[config.mk]
export PLATFORM = sky130hd
export DESIGN_NAME = serial_tx_flat
export DESIGN_NICKNAME = d
export VERILOG_FILES = /design/src/rtl/serial_tx_if.sv /design/src/rtl/serial_tx.sv /design/src/flat_wrapper.sv
export SDC_FILE = /design/constraint.sdc
export NUM_CORES = 1
export LEC_CHECK = 0
export CORE_ASPECT_RATIO = 1.1
export CORE_MARGIN = 1
export CORE_UTILIZATION = 40
export DETAILED_ROUTE_END_ITERATION = 16
export GPL_TIMING_DRIVEN = 0
export PLACE_DENSITY = 0.62
export SKIP_CTS_REPAIR_TIMING = 1
export SLEW_MARGIN = 20
export SYNTH_ARGS = -nofsm -noshare
export SYNTH_HDL_FRONTEND = slang
export SYNTH_SLANG_ARGS = --single-unit
[constraint.sdc]
create_clock -name clk -period 2.6 [get_ports clk]
set_clock_uncertainty 0.1 [all_clocks]
set_input_delay 0.78 -clock clk [delete_from_list [all_inputs] [get_ports clk]]
set_output_delay 0.78 -clock clk [all_outputs]
set_load 0.02 [all_outputs]
[src/rtl/serial_tx_if.sv]
// Bus and status bundle for the serial transmitter: the master side writes
// bytes, the slave side (serial_tx) reports line and FIFO status.
interface serial_tx_if #(
  parameter int FIFO_DEPTH = 16
);
  localparam int CW = $clog2(FIFO_DEPTH) + 1;

  logic          sel;
  logic          we;
  logic [31:0]   wdata;
  logic          txd;
  logic          full;
  logic          empty;
  logic [CW-1:0] count;
  logic          busy;
  logic          overflow;

  modport master (
    output sel, we, wdata,
    input  txd, full, empty, count, busy, overflow
  );

  modport slave (
    input  sel, we, wdata,
    output txd, full, empty, count, busy, overflow
  );
endinterface

[src/rtl/serial_tx.sv]
// UART transmitter (8N1, LSB first, idle high) fed by a byte FIFO.
//
// state | meaning
// IDLE  | line high, waiting for a byte in the FIFO
// START | start bit (low) for CLKS_PER_BIT cycles
// DATA  | eight data bits, shift[0] on the line, LSB first
// STOP  | stop bit (high) for CLKS_PER_BIT cycles
module serial_tx #(
  parameter int CLKS_PER_BIT = 434,
  parameter int FIFO_DEPTH   = 16
) (
  input  logic        clk,
  input  logic        rst,
  serial_tx_if.slave  bus
);
  localparam int AW = $clog2(FIFO_DEPTH);
  localparam int CW = AW + 1;
  localparam int BW = $clog2(CLKS_PER_BIT);

  typedef enum logic [1:0] {
    IDLE  = 2'd0,
    START = 2'd1,
    DATA  = 2'd2,
    STOP  = 2'd3
  } state_t;

  state_t         state_q, state_d;
  logic [BW-1:0]  baud_q, baud_d;
  logic [2:0]     bit_q, bit_d;
  logic [7:0]     shift_q, shift_d;
  logic           txd_q, txd_d;

  logic [7:0]     mem [FIFO_DEPTH];
  logic [AW-1:0]  head_q, tail_q;
  logic [CW-1:0]  count_q;
  logic           overflow_q;

  logic           full, empty, push, pop, write_req, baud_tc;
  logic           unused_wdata;

  assign unused_wdata = ^bus.wdata[31:8];

  assign full      = (count_q == CW'(FIFO_DEPTH));
  assign empty     = (count_q == '0);
  assign write_req = bus.sel && bus.we;
  assign pop       = (state_q == IDLE) && !empty;
  // A full FIFO still accepts a write when the head leaves on the same edge.
  assign push      = write_req && (!full || pop);
  assign baud_tc   = (baud_q == BW'(CLKS_PER_BIT - 1));

  assign bus.txd      = txd_q;
  assign bus.full     = full;
  assign bus.empty    = empty;
  assign bus.count    = count_q;
  assign bus.busy     = (state_q != IDLE) || !empty;
  assign bus.overflow = overflow_q;

  // State register plus the bit-timing datapath and the registered line output.
  always_ff @(posedge clk or posedge rst) begin
    if (rst) begin
      state_q <= IDLE;
      baud_q  <= '0;
      bit_q   <= '0;
      shift_q <= '0;
      txd_q   <= 1'b1;
    end else begin
      state_q <= state_d;
      baud_q  <= baud_d;
      bit_q   <= bit_d;
      shift_q <= shift_d;
      txd_q   <= txd_d;
    end
  end

  // Next-state logic and datapath updates for the frame sequencer.
  always_comb begin
    state_d = state_q;
    baud_d  = '0;
    bit_d   = '0;
    shift_d = shift_q;
    case (state_q)
      IDLE: begin
        if (pop) begin
          state_d = START;
          shift_d = mem[head_q];
        end
      end
      START: begin
        if (baud_tc) state_d = DATA;
        else         baud_d  = baud_q + BW'(1);
      end
      DATA: begin
        bit_d = bit_q;
        if (baud_tc) begin
          shift_d = {1'b0, shift_q[7:1]};
          bit_d   = bit_q + 3'd1;
          if (bit_q == 3'd7) state_d = STOP;
        end else begin
          baud_d = baud_q + BW'(1);
        end
      end
      STOP: begin
        if (baud_tc) state_d = IDLE;
        else         baud_d  = baud_q + BW'(1);
      end
      default: state_d = IDLE;
    endcase
  end

  // Line level for the upcoming state, so txd changes on the same edge as the state.
  always_comb begin
    txd_d = 1'b1;
    case (state_d)
      IDLE:    txd_d = 1'b1;
      START:   txd_d = 1'b0;
      DATA:    txd_d = shift_d[0];
      STOP:    txd_d = 1'b1;
      default: txd_d = 1'b1;
    endcase
  end

  // FIFO pointers, occupancy and the sticky overflow flag.
  always_ff @(posedge clk or posedge rst) begin
    if (rst) begin
      head_q     <= '0;
      tail_q     <= '0;
      count_q    <= '0;
      overflow_q <= 1'b0;
    end else begin
      if (push) tail_q <= tail_q + AW'(1);
      if (pop)  head_q <= head_q + AW'(1);
      case ({push, pop})
        2'b10:   count_q <= count_q + CW'(1);
        2'b01:   count_q <= count_q - CW'(1);
        default: count_q <= count_q;
      endcase
      if (write_req && !push) overflow_q <= 1'b1;
    end
  end

  // FIFO storage; contents need no reset because the pointers define validity.
  always_ff @(posedge clk) begin
    if (push) mem[tail_q] <= bus.wdata[7:0];
  end
endmodule

[src/flat_wrapper.sv]
// flat-port wrapper written by rule: the top's interface ports become plain ports
module serial_tx_flat 
#(
  parameter int CLKS_PER_BIT = 434,
  parameter int FIFO_DEPTH   = 16
)
  (clk, rst, bus_sel, bus_we, bus_wdata, bus_txd, bus_full, bus_empty, bus_count, bus_busy, bus_overflow);
  serial_tx_if #(.FIFO_DEPTH(FIFO_DEPTH)) bus_i ();
  input  logic clk;
  input  logic rst;
  input wire logic [$bits(bus_i.sel)-1:0] bus_sel;
  input wire logic [$bits(bus_i.we)-1:0] bus_we;
  input wire logic [$bits(bus_i.wdata)-1:0] bus_wdata;
  output wire logic [$bits(bus_i.txd)-1:0] bus_txd;
  output wire logic [$bits(bus_i.full)-1:0] bus_full;
  output wire logic [$bits(bus_i.empty)-1:0] bus_empty;
  output wire logic [$bits(bus_i.count)-1:0] bus_count;
  output wire logic [$bits(bus_i.busy)-1:0] bus_busy;
  output wire logic [$bits(bus_i.overflow)-1:0] bus_overflow;
  assign bus_i.sel = bus_sel;
  assign bus_i.we = bus_we;
  assign bus_i.wdata = bus_wdata;
  assign bus_txd = bus_i.txd;
  assign bus_full = bus_i.full;
  assign bus_empty = bus_i.empty;
  assign bus_count = bus_i.count;
  assign bus_busy = bus_i.busy;
  assign bus_overflow = bus_i.overflow;
  serial_tx #(.CLKS_PER_BIT(CLKS_PER_BIT), .FIFO_DEPTH(FIFO_DEPTH)) u_core (.clk(clk), .rst(rst), .bus(bus_i));
endmodule
==> run metrics, run 1 <==
outcome finished, violations left; failing checks negative setup slack; R2R Setup Slk -30 ps; PortBufs 21; first-pass GRT wire length 21000 µm; commonest non-fill, non-tap cell in the layout edfxtp_1; minimum clock period 2650 ps; share of layout cells above drive strength 1 29.1%; synth unique cells 53; syn avg cell area 17.2 µm²; commonest cells after routing, fill and taps aside edfxtp_1 (128), mux4_2 (35), dfrtp_1 (34); Sw Pwr 1.72 mW; core area 0.0166 mm²; design area 0.00831 mm²; crit path launch u_core.bus.count[0]; cell taking the most area after synthesis edfxtp_1; Layout area overhead 20.9%; io pins 46; post-route insts no fill 672; Post-DP HPWL 8840 µm; Post-Synth XOR/XNOR Area 2.55%; CP Capture Type output port; ant diodes 0; via count 3645; GR Util All Layers 16.7%; Worst Hold End u_core.bus.overflow; worst rel slew slack 49.9%; Die Ht 139 µm; CTS tree built; post-synthesis sequential area ratio 69.5%; Vias/cell 5.42; synthesized cell area 0.00687 mm²; switching share of total power 25.8%; cts bufs inserted 17; Synth Net Count 450; Syn Inst Count 399; Die X 127 µm; Hold Violations, Final 0; Synth Area in Adders 2.84%; antenna violations before repair 0; Final Wtd Congestion 0.755; footprint of the multi-input gates 0.00209 mm²; Synth async-reset ratio 22.4%; Compound-Gate Fraction of Synth Area 3.21%; critical path class register to output port; Buffers & Inverters on Critical Path 1; fmax 0.378 GHz; worst min-delay path class register to register; Min Hold Slack 377 ps; Finished Core Util 50.2%; share of the synthesized area in the top cell type 56.0%; YS warnings 0; worst r2r dst u_core.bus.count[4]; clock root buffer clkbuf_16; Simple-Gate Fraction of Synth Area 6.21%; internal power 4.95 mW; maximum root-to-sink buffer count 2; Detail Route Antenna Nets 0; Final Max Tran Viols 0; # placed instances 629; Nets 506; Comb pwr share 13.5%; Max Cap Viol 0; Worst-Skew Late Latency 440 ps; biggest cell delay along the critical path 560 ps; sequential power share 47.2%; R2R cell count 11; CP cell instances or4_4, nor2_4, nand2_2, buf_6; Worst-path clk slew 70 ps; worst slew pin tran 752 ps; Post-route DRC 0; crit start category register; Tcrit/Tclk final 102%; pwr/cell area 803 mW/mm²; Main synth FF type edfxtp_1; P_leak 2.96 nW; pin count of the biggest net entering global routing 22; initial DRC count 312; drt wl/cell 20.6 µm; Area contributors post-synth edfxtp_1 (56%), dfrtp_1 (13%), mux4_2 (11%); Critical Path Fanout Max 5; worst r2r src u_core.bus.count[1]; Peak VDD IR 0.000705 V; Post-synth EDFFs 128; setup slack after layout -48.2 ps; main combinational cell family by area after synthesis multiplexers; vias in the first global route 3677; placed inst area 0.00742 mm²; Worst path slowest cell or4_4; H-Tree Depth 4; clock tree sinks 165; hold_sp u_core.bus.overflow; clock power share 39.3%; standard-cell rows 49; register area 0.00477 mm²; hold depth 1; CP top delay family simple AND/OR/NAND/NOR gates; total global routing overflow 0; # fillers 1336; RSZ-0062 raised after global routing yes; Total Wirelength 13800 µm; Starting Density 41.5%; Final setup violation count 3; Die Area 0.0177 mm²; number of iterations in the first detailed-routing pass 4; crit path DAT 1770 ps; Required @ worst endpoint 1720 ps; Yosys reg bits 165; mux cell area share after synthesis 13.5%
## registers in the layout, summed over array words and instances (netlist names)
| signal | flops |
|---|---|
| u_core.mem | 128 |
| u_core.baud_q | 9 |
| u_core.shift_q | 8 |
| u_core.bus.count | 5 |
| u_core.head_q | 4 |
| u_core.tail_q | 4 |
| u_core.bit_q | 3 |
| u_core.state_q | 2 |
| u_core.bus.overflow | 1 |
| u_core.bus.txd | 1 |
## layout make-up
type / instances / area share (%)
buffer: 15 / 1.07
inverter: 17 / 0.768
tap: 204 / 3.07
clock inverter: 15 / 2.38
timing repair buffer: 39 / 5.02
sequential: 165 / 57.5
multi-input combinational: 200 / 25.1
clock buffer: 17 / 5.12
## cells by family (layout without fill, tap and decap cells)
family                     after synthesis  in the layout
AOI/OAI and AO/OA                       31             31
xor gates and xnor gates                20             20
adders and majority gates               15             15
buffers and inverters                   34            103
DFF                                    165            165
muxes                                   45             45
and+or+nand+nor                         89             89
## power by group through the flow
| stage | Combinational, mW | Clock [mW] | Sequential [mW] |
|---|---|---|---|
| after floorplan | 0.378 | 0 | 3.22 |
| after global placement | 0.684 | 0 | 3.18 |
| after detailed placement | 0.740 | 0 | 3.20 |
| after CTS | 0.740 | 2.67 | 3.14 |
| after global routing | 0.965 | 2.78 | 3.17 |
| final | 0.899 | 2.62 | 3.15 |
## through the flow
step                      TNS, ps  power [mW]  setup slack [ps]
final                        -109        6.67             -48.2
after global routing         -992        6.91              -128
after CTS                  -21400        6.55              -669
after detailed placement   -65510        3.94              -680
after global placement     -85580        3.87             -1260
after floorplan                 0        3.60              17.1
## cell usage after synthesis (2+ instances only)
cell type / count
edfxtp_1: 128
dfrtp_1: 36
mux4_2: 35
nand2_1: 32
nor2_1: 22
xnor2_1: 16
inv_1: 15
ha_1: 14
and2_1: 8
buf_2: 8
a21oi_1: 6
a22oi_1: 6
clkbuf_1: 6
nor3_1: 4
xor2_1: 4
mux2_1: 3
mux2_2: 3
nand3_1: 3
nand4_1: 3
nor4_1: 3
o21ai_1: 3
o22ai_1: 3
buf_6: 2
inv_2: 2
mux2i_1: 2
mux4_1: 2
nand2b_1: 2
nor2b_1: 2
o21a_1: 2
## how the worst max path moves through the flow
stage | cells past startpoint | to | slack [ps]
5_1_grt | 11 | u_core.bus.count[4] | -130
4_1_cts | 3 | bus_empty | -670
3_3_place_gp | 6 | u_core.mem[5][5] | -1260
3_5_place_dp | 6 | u_core.mem[11][4] | -680
2_1_floorplan | 3 | bus_busy | 20
6_report | 4 | bus_busy | -50
## worst reg2reg max path: stages, from the launching register on
cell,delay [ps]
dfrtp_2,410
buf_4,150
nor4_2,420
a21oi_4,130
nand2_1,160
inv_2,80
ha_1,320
nor2b_1,150
o21a_1,190
o211ai_1,170
o31ai_1,110
xnor2_1,130
## layer usage
metal  share of wire (%)  track usage, %
met1                  40            19.8
met4                 1.7            8.33
met5                   0               0
met2                  53            27.9
met3                 5.7            4.58
(Power assumes the default switching activity.)
==> run 2, diff against run 1 <==
Settings changed: CORE_ASPECT_RATIO 1.1 to unset, CTS_BUF_LIST set to sky130_fd_sc_hd__clkbuf_8.
==> run metrics, run 2 (synthesis results as in run 1) <==
Peak VDD IR 0.000476 V; Max Cap Viol 0; commonest non-fill, non-tap cell in the layout edfxtp_1; Critical Path Fanout Max 5; Final Max Tran Viols 0; drt wl/cell 20.2 µm; clock power share 30.2%; Required @ worst endpoint 2830 ps; Tcrit/Tclk final 108%; core area 0.0167 mm²; met2 global-route usage 26.6%; vias in the first global route 3670; via count 3602; CTS tree built; Hold Violations, Final 0; clock root buffer clkbuf_8; Layout area overhead 17.3%; P_leak 2.83 nW; Finished Core Util 48.2%; largest registers u_core.mem x128, u_core.baud_q x9, u_core.shift_q x8; Placement Setup Slack -867 ps; cts bufs inserted 17; worst rel slew slack 45.4%; crit path DAT 3050 ps; Post-route DRC 0; total power draw 5.79 mW; standard-cell rows 47; commonest cells after routing, fill and taps aside edfxtp_1 (128), mux4_2 (35), dfrtp_1 (35); ant diodes 0; share of layout cells above drive strength 1 27.8%; antenna violations before repair 0; switching share of total power 26.8%; register area 0.00477 mm²; initial DRC count 259; biggest cell delay along the critical path 730 ps; Final Wtd Congestion 0.743; GR Util All Layers 16.7%; total global routing overflow 0; # fillers 1416; RSZ-0062 raised after global routing yes; Reg with most FFs u_core.mem; H-Tree Depth 4; Comb pwr share 15.4%; sequential power share 54.4%; Starting Density 41.1%; setup slack after layout -215 ps; critical path class register to register; internal power 4.24 mW; outcome finished, violations left; worst slew pin tran 811 ps; Die Area 0.0177 mm²; io pins 46; max reg flops 128; crit start category register; clock tree sinks 165; first-pass GRT wire length 21200 µm; Worst path slowest cell nor4_1; Detail Route Antenna Nets 0; number of iterations in the first detailed-routing pass 4; Buffers & Inverters on Critical Path 1; grt met1 use 22.1%; Nets 507; minimum clock period 2810 ps; Sw Pwr 1.55 mW; Vias/cell 5.24; pin count of the biggest net entering global routing 25; CP top delay family simple AND/OR/NAND/NOR gates; Total Wirelength 13900 µm; PortBufs 21; Die Ht 133 µm; placed inst area 0.00742 mm²; design area 0.00806 mm²; met3 global-route usage 4.48%; Worst-path clk slew 90 ps; failing checks negative setup slack; most crowded layer after global routing met2; worst min-delay path class register to register; Final setup violation count 13; Worst-Skew Late Latency 440 ps; maximum root-to-sink buffer count 2; CP cell instances nor4_1, a21oi_4, nand2_1, inv_2, ha_1, nor2b_1, o21a_1, o211ai_1, o31ai_1, xnor2_1; footprint of the multi-input gates 0.00208 mm²; fmax 0.355 GHz; CP Capture Type register; Die X 133 µm; Post-DP HPWL 9080 µm; pwr/cell area 719 mW/mm²; Min Hold Slack 402 ps
==> run 2: changes by cell type in the layout (fill, tap and decap cells not counted), sizes merged <==
cell	before	now
buf	29	30
bufinv	3	2
clkinv	6	4
clkinvlp	1	4
inv	22	20
==> run 2: per-layer routing <==
metal / part of all wire (%) / up-vias
met2: 50 / 70
met1: 45 / 1872
met3: 4.5 / 10
met5: 0 / -
li1: - / 1650
met4: 1.0 / 0
==> run 2: final cells by class <==
| cell class | instances | share of cell area (%) |
|---|---|---|
| plain buffers | 15 | 1.18 |
| inverters | 17 | 0.792 |
| flip-flops and latches | 165 | 59.2 |
| well taps | 220 | 3.42 |
| clock buffers | 17 | 2.90 |
| repair buffers | 40 | 5.00 |
| clock inverters | 13 | 1.66 |
| multi-input cells | 200 | 25.8 |
==> run 2: stage by stage <==
step,TNS [ps],instances
global route,-3040,687
finish,-705,687
floorplan,0,399
detailed placement,-70820,645
global placement,-82780,640
CTS,-31620,675
==> run 2: power groups by stage <==
stage / registers, mW / logic (mW) / clock network (mW)
after CTS: 3.14 / 0.735 / 1.79
final: 3.15 / 0.891 / 1.75
after floorplan: 3.22 / 0.378 / 0
after detailed placement: 3.20 / 0.733 / 0
after global placement: 3.19 / 0.684 / 0
after global routing: 3.16 / 0.956 / 1.89
==> run 2: worst paths after layout <==
path	slack [ps]	startpoint	depth (start not counted)	end
max	-210	u_core.bus.count[0]	10	u_core.bus.count[4]
min	400	u_core.bus.overflow	1	u_core.bus.overflow
max reg2reg	-210	u_core.bus.count[0]	10	u_core.bus.count[4]
min reg2reg	400	u_core.bus.overflow	1	u_core.bus.overflow
max in group asynchronous	1450	rst	3	u_core.tail_q[2]
min in group asynchronous	510	rst	2	u_core.bus.count[2]
==> variant, RTL diff (config.mk and constraints of run 2) <==
`shift_q` no longer has a reset.
--- a/src/rtl/serial_tx.sv
+++ b/src/rtl/serial_tx.sv
@@ -63,3 +63,2 @@
       bit_q   <= '0;
-      shift_q <= '0;
       txd_q   <= 1'b1;
@@ -69,5 +68,8 @@
       bit_q   <= bit_d;
-      shift_q <= shift_d;
       txd_q   <= txd_d;
     end
+  end
+
+  always_ff @(posedge clk) begin
+    shift_q <= shift_d;
   end
Function: same outputs for any inputs over 10 cycles, from zero or initial values and one cycle with rst high; that may be too few to reach the edited logic, so the function may still have changed.
==> variant against run 2 <==
The run still ends with negative setup slack left. Worst hold slack got worse by 0.029 ns. Area after synthesis increased by 1.0%. Global-route usage hardly changed. Design area is 0.37% lower. Worst setup slack improved by 0.080 ns. Power rose by 0.75%. Sequential cell count stayed put. Critical path depth down 5. Clock power up 2%. Wire length is 1.1% lower. Register-to-register slack gained 0.14 ns. Critical path type is now reg -> out.
==> variant: results <==
group,metric,value,unit
sta,fin_ws,-0.135,ns
cts,htreeDepth,4,
pwr,p_leak,0.00276,uW
cells_and_area,nets,508,
synth,synthArstFlopShare,0.176,
placed_design,gp_congestion,0.776,
sta,slew_headroom,0.530,
global_routing,grt_pass1_vias,3759,
outcome,violations,"negative setup slack",
critical_path,critPathMaxFanout,3,
drt,dr.pass1.iters,4,
drt,vias,3657,
sta,finalSetupViolations,36,
drt,wl_per_cell,19.9,um
synth,yosysWarnings,0,
sta,setup_tns,-1.58,ns
cts,cts-root-buf,"clkbuf_8",
cells_and_area,diodes,0,
global_routing,antenna_found_initial,0,
cts,cts.clk_slew.worst_paths,0.09,ns
synth,syn-num-nets,456,
drt,drt_iter0_drc,340,
pwr,ir_drop,0.499,mV
global_routing,grt_max_degree,30,
synth,ys_types,55,
pwr,internal_power,4240,uW
global_routing,track_usage,0.167,
cells_and_area,layout-drive-gt1-share,0.287,
outcome,status,"finished with violations",
placed_design,portBuffers,21,
cts,cts_max_path_buffers,2,
pwr,pwr-share-comb,0.148,
synth,synth_edf_count,135,
worst_hold_path,holdCritPathClass,"reg -> reg",
critical_path,cp.arrival,1.85,ns
synth,synthTopCellsByArea,"edfxtp_1 58%, dfrtp_1 10%, mux4_2 9.4%",
cts,insertion_delay,0.46,ns
synth,synthTopCellsByCount,"135 x edfxtp_1, 29 x mux4_2, 28 x dfrtp_1",
placed_design,dp_hpwl,9.00,mm
synth,ys_seq_area_frac,0.692,
cts,cts_buffers,17,
placed_design,placed_area,7460,sq um
cells_and_area,top_regs,"u_core.mem x128, u_core.baud_q x9, u_core.shift_q x8",
global_routing,grt_pass1_wl,21.5,mm
variant: changes by cell type in the layout (fill, tap and decap cells not counted), sizes merged, moves of 7 or more:
cell	change
buf	-10
nand2	-10
nor2b	+10
and2	+8
dfrtp	-8
mux2i	+8
mux4	-8
edfxtp	+7
variant: power groups by stage:
stage                     Sequential, uW  Combinational [uW]  Clock [uW]
after global placement              3230                 690           0
after floorplan                     3270                 381           0
final                               3180                 864        1790
after detailed placement            3250                 713           0
after global routing                3200                 939        1940
after CTS                           3190                 715        1830
variant: through the flow:
step           cells  setup slack [ns]   util  hold slack (ns)
5_1_grt          690            -0.276  0.479            0.422
2_1_floorplan    405            -0.111      -            0.336
3_5_place_dp     646            -0.809  0.445            0.359
6_report         690            -0.135  0.479            0.373
4_1_cts          678            -0.738  0.468            0.380
3_3_place_gp     646            -0.780  0.445            0.354
variant: metal layers:
layer,part of all wire,global-route usage,vias to the layer above
met5,0,0,-
met4,0.0088,0.0492,0
met3,0.054,0.0457,10
met2,0.50,0.268,91
met1,0.43,0.223,1879
li1,-,-,1677
variant: cell type report:
cell class	count	area (sq um)
Buffer	14	82.6
Fill cell	1431	8730
Multi-Input combinational cell	213	2120
Clock inverter	15	148
Clock buffer	17	234
Inverter	12	50.0
Sequential cell	165	4810
Tap cell	220	275
Timing Repair Buffer	34	313
variant: kinds of logic after synthesis:
logic type,Yosys count,synth area share
buf+inv,27,0.0182
mux,44,0.117
flops,165,0.692
xor+xnor,17,0.0215
compound gates,45,0.0499
simple gates,92,0.0738
fa+ha+maj,15,0.0281
variant: worst paths after layout:
path / start / end / slack (ns) / depth (start not counted)
worst min register to register: u_core.shift_q[1] / u_core.shift_q[0] / 0.37 / 2
worst max register to register: u_core.bus.count[1] / u_core.bus.count[4] / -0.07 / 11
worst min-delay path: u_core.shift_q[1] / u_core.shift_q[0] / 0.37 / 2
worst max-delay path: u_core.bus.count[3] / bus_full / -0.13 / 5
min in group asynchronous: rst / u_core.bus.overflow / 0.63 / 2
max in group asynchronous: rst / u_core.head_q[0] / 1.33 / 2
variant: worst max-delay path: stages (launching register included):
cell and delay [ns]:
dfrtp_2 0.43, buf_4 0.15, nor4_4 0.38, nand2_2 0.15, inv_1 0.07, dlymetal6s2s_1 0.21
